--- config.mk ---
export PLATFORM = sky130hd
export DESIGN_NAME = psram_arbiter_flat
export DESIGN_NICKNAME = d
export VERILOG_FILES = /design/src/rtl/psram_pkg.sv /design/src/rtl/psram_arbiter_if.sv /design/src/rtl/psram_arb_holder.sv /design/src/rtl/psram_arbiter.sv /design/src/flat_wrapper.sv
export SDC_FILE = /design/constraint.sdc
export NUM_CORES = 1
export LEC_CHECK = 0
export ABC_AREA = 1
export CORE_MARGIN = 5
export CORE_UTILIZATION = 45
export CTS_CLUSTER_DIAMETER = 30
export DETAILED_ROUTE_END_ITERATION = 8
export GPL_TIMING_DRIVEN = 1
export PLACE_DENSITY = 0.79
export RECOVER_POWER = 50
export SETUP_SLACK_MARGIN = 0.3
export SYNTH_ARGS = -nofsm -noshare
export SYNTH_HDL_FRONTEND = slang
export SYNTH_SLANG_ARGS = --single-unit
--- constraint.sdc ---
create_clock -name mem_clk -period 1.6 [get_ports mem_clk]
set_input_delay 0.16 -clock mem_clk [delete_from_list [all_inputs] [get_ports mem_clk]]
set_output_delay 0.16 -clock mem_clk [all_outputs]
set_load 0.02 [all_outputs]
--- src/rtl/psram_pkg.sv ---
// Shared types for the PSRAM arbiter: FSM states, read_write encodings, address type.
// Pure declarations; no logic or timing.
package psram_pkg;

  typedef logic [22:0] addr_t;

  typedef enum logic [2:0] {
    ST_INIT,
    ST_IDLE,
    ST_START,
    ST_ACK,
    ST_BUSY,
    ST_GAP
  } state_t;

  localparam logic [1:0] RW_NONE  = 2'd0;
  localparam logic [1:0] RW_WRITE = 2'd1;
  localparam logic [1:0] RW_READ  = 2'd2;

  // Cycles the arbiter stays in INIT after reset so a driver transaction can drain.
  localparam int INIT_CYCLES = 32;

endpackage

--- src/rtl/psram_arbiter_if.sv ---
// Command/response bus between the arbiter (master) and the psram QPI driver (slave).
// Combinational bundle only; no latency or flow control of its own.
interface psram_arbiter_if;
  import psram_pkg::*;

  addr_t       address;
  logic [1:0]  read_write;
  logic        quad_start;
  logic [15:0] data_in;
  logic        endcommand;
  logic [15:0] data_out;

  modport master (
    output address, read_write, quad_start, data_in,
    input  endcommand, data_out
  );

  modport slave (
    input  address, read_write, quad_start, data_in,
    output endcommand, data_out
  );

endinterface

--- src/rtl/psram_arb_holder.sv ---
// Single-entry valid/data holding register; captures din on req while empty.
// Latency 1 cycle; ready is low while full, release wins over a same-cycle request.
module psram_arb_holder #(
  parameter int W = 16
) (
  input  logic         mem_clk,
  input  logic         rst_n,
  input  logic         req,
  input  logic [W-1:0] din,
  input  logic         rel,
  output logic         ready,
  output logic         vld,
  output logic [W-1:0] dat
);

  always_ff @(posedge mem_clk or negedge rst_n) begin
    if (!rst_n) begin
      vld <= 1'b0;
      dat <= '0;
    end else if (rel) begin
      vld <= 1'b0;
    end else if (req && !vld) begin
      vld <= 1'b1;
      dat <= din;
    end
  end

  assign ready = !vld;

endmodule

--- src/rtl/psram_arbiter.sv ---
// Arbitrates a circular acquisition write stream and a random read port onto the psram QPI driver.
// One op per START/ACK/BUSY/GAP pass; writes win until RD_STARVE_LIMIT; PSRAM_ARB_TIMEOUT_EN adds a watchdog.
module psram_arbiter
  import psram_pkg::*;
#(
  parameter addr_t WR_BASE_ADDR    = 23'h000000,
  parameter int    DEPTH_WORDS     = 4096,
  parameter int    GAP_CYCLES      = 2,
  parameter int    RD_STARVE_LIMIT = 4,
  parameter int    TIMEOUT_CYCLES  = 64
) (
  input  logic        mem_clk,
  input  logic        rst_n,
  input  logic        qpi_on,
  input  logic        wr_req,
  input  logic [15:0] wr_data,
  output logic        wr_ready,
  output logic        wr_overflow,
  output addr_t       wr_ptr,
  output logic        wrapped,
  input  logic        rd_req,
  input  addr_t       rd_addr,
  output logic        rd_ready,
  output logic [15:0] rd_data,
  output logic        rd_valid,
  output logic        busy,
`ifdef PSRAM_ARB_TIMEOUT_EN
  output logic        err_timeout,
`endif
  psram_arbiter_if.master psram
);

  localparam int    GW     = $clog2(GAP_CYCLES + 1);
  localparam int    SW     = $clog2(RD_STARVE_LIMIT + 1);
  localparam addr_t WR_END = WR_BASE_ADDR + addr_t'(2 * DEPTH_WORDS);

  state_t         state, state_nxt;
  logic           qpi_q;
  logic [5:0]     init_cnt;
  logic [GW-1:0]  gap_cnt;
  logic [SW-1:0]  starve_cnt;
  logic           op_is_rd;
  logic           wr_vld, rd_vld;
  logic [15:0]    wr_hold;
  addr_t          rd_hold;
  logic           grant_wr, launch, first_gap, gap_done;
  logic           wr_rel, rd_rel;
  addr_t          wr_ptr_inc;

  assign grant_wr  = wr_vld && (!rd_vld || starve_cnt < SW'(RD_STARVE_LIMIT));
  assign launch    = (state == ST_IDLE) && qpi_on && (wr_vld || rd_vld);
  assign first_gap = (state == ST_GAP) && (gap_cnt == '0);
  assign gap_done  = (state == ST_GAP) && (gap_cnt == GW'(GAP_CYCLES - 1));

`ifdef PSRAM_ARB_TIMEOUT_EN
  localparam int TW = $clog2(TIMEOUT_CYCLES + 1);
  logic [TW-1:0] to_cnt;
  logic          to_hit, op_fail;

  assign to_hit = (state == ST_ACK || state == ST_BUSY) && (to_cnt == TW'(TIMEOUT_CYCLES - 1));

  // A timed-out op skips completion so the holder keeps its entry for a retry.
  always_ff @(posedge mem_clk or negedge rst_n) begin
    if (!rst_n) begin
      to_cnt      <= '0;
      op_fail     <= 1'b0;
      err_timeout <= 1'b0;
    end else begin
      to_cnt <= (state == ST_ACK || state == ST_BUSY) ? to_cnt + 1'b1 : '0;
      if (to_hit) begin
        op_fail     <= 1'b1;
        err_timeout <= 1'b1;
      end else if (launch) begin
        op_fail <= 1'b0;
      end
    end
  end
`else
  logic op_fail;
  assign op_fail = 1'b0;
`endif

  assign wr_rel     = first_gap && !op_is_rd && !op_fail;
  assign rd_rel     = first_gap &&  op_is_rd && !op_fail;
  assign wr_ptr_inc = wr_ptr + 23'd2;

  psram_arb_holder #(.W(16)) u_wr_hold (
    .mem_clk (mem_clk), .rst_n (rst_n), .req (wr_req), .din (wr_data),
    .rel (wr_rel), .ready (wr_ready), .vld (wr_vld), .dat (wr_hold)
  );

  psram_arb_holder #(.W(23)) u_rd_hold (
    .mem_clk (mem_clk), .rst_n (rst_n), .req (rd_req), .din (rd_addr),
    .rel (rd_rel), .ready (rd_ready), .vld (rd_vld), .dat (rd_hold)
  );

  always_comb begin
    state_nxt = state;
    case (state)
      ST_INIT:  if (init_cnt == 6'(INIT_CYCLES) && qpi_on && qpi_q) state_nxt = ST_IDLE;
      ST_IDLE:  if (!qpi_on) state_nxt = ST_INIT;
                else if (launch) state_nxt = ST_START;
      ST_START: state_nxt = ST_ACK;
      ST_ACK:   if (!psram.endcommand) state_nxt = ST_BUSY;
      ST_BUSY:  if (psram.endcommand) state_nxt = ST_GAP;
      ST_GAP:   if (gap_done) state_nxt = qpi_on ? ST_IDLE : ST_INIT;
      default:  state_nxt = ST_INIT;
    endcase
`ifdef PSRAM_ARB_TIMEOUT_EN
    if (to_hit) state_nxt = ST_GAP;
`endif
  end

  always_ff @(posedge mem_clk or negedge rst_n) begin
    if (!rst_n) begin
      state            <= ST_INIT;
      qpi_q            <= 1'b0;
      init_cnt         <= '0;
      gap_cnt          <= '0;
      starve_cnt       <= '0;
      op_is_rd         <= 1'b0;
      psram.address    <= '0;
      psram.read_write <= RW_NONE;
      psram.data_in    <= '0;
    end else begin
      state   <= state_nxt;
      qpi_q   <= qpi_on;
      gap_cnt <= (state == ST_GAP) ? gap_cnt + 1'b1 : '0;
      if (init_cnt != 6'(INIT_CYCLES)) init_cnt <= init_cnt + 1'b1;

      if (!rd_vld || (launch && !grant_wr)) starve_cnt <= '0;
      else if (launch) starve_cnt <= starve_cnt + 1'b1;

      // Bus fields are registered at grant and held through the whole op.
      if (launch) begin
        op_is_rd         <= !grant_wr;
        psram.address    <= grant_wr ? wr_ptr : rd_hold;
        psram.read_write <= grant_wr ? RW_WRITE : RW_READ;
        if (grant_wr) psram.data_in <= wr_hold;
      end else if (gap_done) begin
        psram.read_write <= RW_NONE;
      end
    end
  end

  always_ff @(posedge mem_clk or negedge rst_n) begin
    if (!rst_n) begin
      wr_ptr      <= WR_BASE_ADDR;
      wrapped     <= 1'b0;
      wr_overflow <= 1'b0;
      rd_data     <= '0;
      rd_valid    <= 1'b0;
    end else begin
      rd_valid <= rd_rel;
      if (rd_rel) rd_data <= psram.data_out;
      if (wr_req && !wr_ready) wr_overflow <= 1'b1;
      if (wr_rel) begin
        if (wr_ptr_inc == WR_END) begin
          wr_ptr  <= WR_BASE_ADDR;
          wrapped <= 1'b1;
        end else begin
          wr_ptr <= wr_ptr_inc;
        end
      end
    end
  end

  assign psram.quad_start = (state == ST_START);
  assign busy             = (state != ST_INIT) && (state != ST_IDLE);

endmodule

--- src/flat_wrapper.sv ---
// flat-port wrapper written by rule: the top's interface ports become plain ports
module psram_arbiter_flat import psram_pkg::*;
#(
  parameter addr_t WR_BASE_ADDR    = 23'h000000,
  parameter int    DEPTH_WORDS     = 4096,
  parameter int    GAP_CYCLES      = 2,
  parameter int    RD_STARVE_LIMIT = 4,
  parameter int    TIMEOUT_CYCLES  = 64
)
  (mem_clk, rst_n, qpi_on, wr_req, wr_data, wr_ready, wr_overflow, wr_ptr, wrapped, rd_req, rd_addr, rd_ready, rd_data, rd_valid, busy, psram_address, psram_read_write, psram_quad_start, psram_data_in, psram_endcommand, psram_data_out);
  psram_arbiter_if psram_i ();
  input  logic mem_clk;
  input  logic rst_n;
  input  logic qpi_on;
  input  logic wr_req;
  input  logic [15:0] wr_data;
  output logic wr_ready;
  output logic wr_overflow;
  output addr_t wr_ptr;
  output logic wrapped;
  input  logic rd_req;
  input  addr_t rd_addr;
  output logic rd_ready;
  output logic [15:0] rd_data;
  output logic rd_valid;
  output logic busy;
  output wire logic [$bits(psram_i.address)-1:0] psram_address;
  output wire logic [$bits(psram_i.read_write)-1:0] psram_read_write;
  output wire logic [$bits(psram_i.quad_start)-1:0] psram_quad_start;
  output wire logic [$bits(psram_i.data_in)-1:0] psram_data_in;
  input wire logic [$bits(psram_i.endcommand)-1:0] psram_endcommand;
  input wire logic [$bits(psram_i.data_out)-1:0] psram_data_out;
  assign psram_address = psram_i.address;
  assign psram_read_write = psram_i.read_write;
  assign psram_quad_start = psram_i.quad_start;
  assign psram_data_in = psram_i.data_in;
  assign psram_i.endcommand = psram_endcommand;
  assign psram_i.data_out = psram_data_out;
  psram_arbiter #(.WR_BASE_ADDR(WR_BASE_ADDR), .DEPTH_WORDS(DEPTH_WORDS), .GAP_CYCLES(GAP_CYCLES), .RD_STARVE_LIMIT(RD_STARVE_LIMIT), .TIMEOUT_CYCLES(TIMEOUT_CYCLES)) u_core (.mem_clk(mem_clk), .rst_n(rst_n), .qpi_on(qpi_on), .wr_req(wr_req), .wr_data(wr_data), .wr_ready(wr_ready), .wr_overflow(wr_overflow), .wr_ptr(wr_ptr), .wrapped(wrapped), .rd_req(rd_req), .rd_addr(rd_addr), .rd_ready(rd_ready), .rd_data(rd_data), .rd_valid(rd_valid), .busy(busy), .psram(psram_i));
endmodule
==> impl_results.md <==
* Outcome: finished with violations
* Failing checks: setup timing
* Clock sinks at 139
* Main combinational cell family by area after synthesis: simple AND/OR/NAND/NOR gates
* Worst Hold Class: input pin to flip-flop
* FP Rows at 43
* #FFs+latches synth at 139
* Via count at 6,841
* Final Hold Fails at 0
* Synth Flop Type: dfrtp_1
* Worst slew margin at 19.9%
* Avg Cell Area, Syn at 8.85 um^2
* Mapped cell area at 6400 um^2
* Finished Core Util at 82.4%
* Data arrival, critical path at 2280 ps
* Layout fillers at 690
* I/O Buffers at 146
* Fin crit share at 124%
* Fin nets at 1,074
* CTS tree: built
* Max incr delay on CP at 430 ps
* Global-route wire length before repair at 35,000 um
* Post-synth ARST share at 100%
* Most common cell after layout, fill and taps aside: dfrtp_1
* Max Fclk at 503 MHz
* CTS root buffer: clkbuf_16
* RSZ-0062 raised after global routing: true
* Wire length on met3 at 2510 um
* Register area at 3500 um^2
* DRC viols at 0
* Synth Area in Compound Gates at 10.7%
* Metal-1 WL at 9010 um
* Pin count of the biggest net entering global routing at 46
* Yosys top cell by area: dfrtp_1
* Commonest non-fill, non-tap cells in the layout: 118 x dfrtp_1, 117 x nand2_1, 73 x inv_1, 62 x buf_4, 59 x buf_6
* Synth Area in Simple Gates at 23.5%
* Slew Viols, Final at 0
* Layout area overhead at 79.4%
* Mapped Nets at 790
* CP cell instances: ha_4, nand2_4, nor2_4, nand3_2, nor2_1, nand2_1, nand2_2, nand2_1, nor2_1, nand3_1, nand2_1, nand2_1
* Post-synth cell types at 39
* Worst-path fanout max at 6
* WL met2 at 13,400 um
* Startpoint types: flip-flop
* Clock Path Buffers at 2
* Clk slew on worst S/H paths at 60 ps
* Pwr/cell area at 1650 nW/um^2
* Final wirelength at 26,400 um
* Vias in the first global route at 6,592
* Mux share of post-synthesis cell area at 1.58%
* Area of the multi-input gates at 3690 um^2
* Io pins at 148
* Max Cap Viol at 0
* Leak at 5.22 nW
* Maximum VDD drop at 1.01 mV
* Ys Warns at 0
* Routed Antenna Nets at 0
* Crit Path Class: flip-flop to flip-flop
* Chip width at 129 um
* Number of iterations in the first detailed-routing pass at 8
* WP data required at 1890 ps
* Core area at 13,900 um^2
* Worst-margin pin slew at 1200 ps
* TritonCTS Buffers at 17
* Top cells by area, synth: dfrtp_1 54%, nand2_1 12%, inv_1 4.8%
* Initial drt markers at 838
* Synthesized instance count at 723
* Hold WS at 272 ps
* Top layer in use: met4
* Hpwl dp at 12,300 um
* Worst skew pair latency at 430 ps
* Placer Congestion at 0.915
* Min Tclk post-route at 1990 ps
* DIE HEIGHT at 129 um
* GRT Resource Usage Total at 27.5%
* Most frequent cell on the critical path: nand2_1
* Avg WL per Cell at 22.0 um
* Post-Synth Adder-Cell Area at 1.17%
* Final setup fails at 99
* Design Power at 18.9 mW
* Final Worst Setup Slack at -390 ps
* Initial antenna violation count at 1
* GR Overflow Total at 0
* Proportion of layout cells with a drive suffix above 1 at 53.0%
* DP Worst Slack at -90.5 ps
* EDFF count, synth at 0
* Htree depth at 4
* Final Skew at 9.10 ps
* Critical Path End Type: flip-flop
* Via density per instance at 5.70
* Sequential cell area fraction in the yosys report at 54.4%
* Initial Util at 45.9%
* Die area at 16,700 um^2
* XOR/XNOR share of the synthesized area at 0.958%
* CP max stage cell: dfrtp_2
* Top-area cell type share of the netlist area at 54.4%
==> worst paths after layout <==
path / depth (start not counted) / start / slack, ps / to
worst max-delay path: 12 / u_core.wr_ptr[2] / -390 / u_core.wr_ptr[13]
worst min-delay path: 3 / psram_data_out[11] / 270 / u_core.rd_data[11]
worst max register to register: 12 / u_core.wr_ptr[2] / -390 / u_core.wr_ptr[13]
worst min register to register: 2 / u_core.wrapped / 480 / u_core.wrapped
max in group asynchronous: 3 / rst_n / 190 / u_core.state[2]
min in group asynchronous: 2 / rst_n / 510 / u_core.psram.address[5]
==> cell usage after synthesis, types with 8 or more instances <==
cell type,instances
nand2_2,10
o21ai_0,42
nor2_1,69
nand3_1,32
a21oi_1,33
nor2_4,8
nand2_1,197
inv_1,82
o221ai_2,8
mux2_2,9
dfrtp_1,139
buf_2,8
nand4_1,9
==> worst max-delay path: cells and delay by family (launching register included) <==
kind / cells / cell delay (ps)
adder cells (fa/ha/maj): 1 / 180
flip-flops: 1 / 430
AND/OR/NAND/NOR: 11 / 1240
==> what timing repair did <==
| item | CTS | global route |
|---|---|---|
| gates resized for setup | 453 | 272 |
| setup buffers | 37 | 28 |
| endpoints found under the setup margin | 213 | 202 |
| endpoints found under the hold margin | 42 | 0 |
| pin swaps | 41 | 36 |
| hold buffers | 1 | 0 |
| gates cloned | 19 | 3 |
==> per-stage QoR <==
step                std cells  TNS [ps]  area, um^2
finish                   1201    -11540       11500
global route             1201    -17360       11500
CTS                      1169      -776       10600
detailed placement       1080     -1510        8590
global placement         1080     -52.9        8590
floorplan                 723    -0.248        6650
==> area by class of cell <==
type                            count  share of cell area, %
Antenna cell                        1                 0.0218
Multi-Input combinational cell    475                   32.2
Timing Repair Buffer              276                   24.7
Sequential cell                   139                   30.5
Clock buffer                       22                   4.13
Tap cell                          180                   1.96
Clock inverter                     10                   1.43
Timing Repair inverter             10                   1.59
Inverter                           88                   3.44
==> per-layer routing <==
layer  GRT usage [%]  vias to the layer above
met5               0                        -
met4            13.7                        0
met3            8.41                      150
met2            47.1                      480
met1            31.1                     3307
li1                -                     2904
==> report_power, final <==
part | internal [mW] | switching, mW
Clock | 2.74 | 1.61
Sequential | 4.72 | 1.00
Combinational | 3.81 | 5.02
Total | 11.3 | 7.64
==> registers in the layout, indices dropped and copies added, names as in the netlist <==
signal and count:
u_core.op_is_rd 1, u_core.u_rd_hold.vld 1, u_core.wrapped 1, u_core.u_rd_hold.dat 23, u_core.rd_data 16, u_core.psram.address 23, u_core.wr_ptr 22, u_core.psram.read_write 2
u_core.qpi_q 1, u_core.psram.data_in 16, u_core.state 3, u_core.wr_overflow 1, u_core.u_wr_hold.dat 16, u_core.starve_cnt 3, u_core.u_wr_hold.vld 1, u_core.rd_valid 1
u_core.gap_cnt 2, u_core.init_cnt 6
==> cell families after synthesis <==
group,Yosys count
adder cells (fa/ha/maj),6
XOR/XNOR,7
other,1
AND/OR/NAND/NOR,343
multiplexers,9
buffers and inverters,111
AO/OA/AOI/OAI,107
flip-flops,139
No activity file was read; power rests on OpenSTA's default activity.
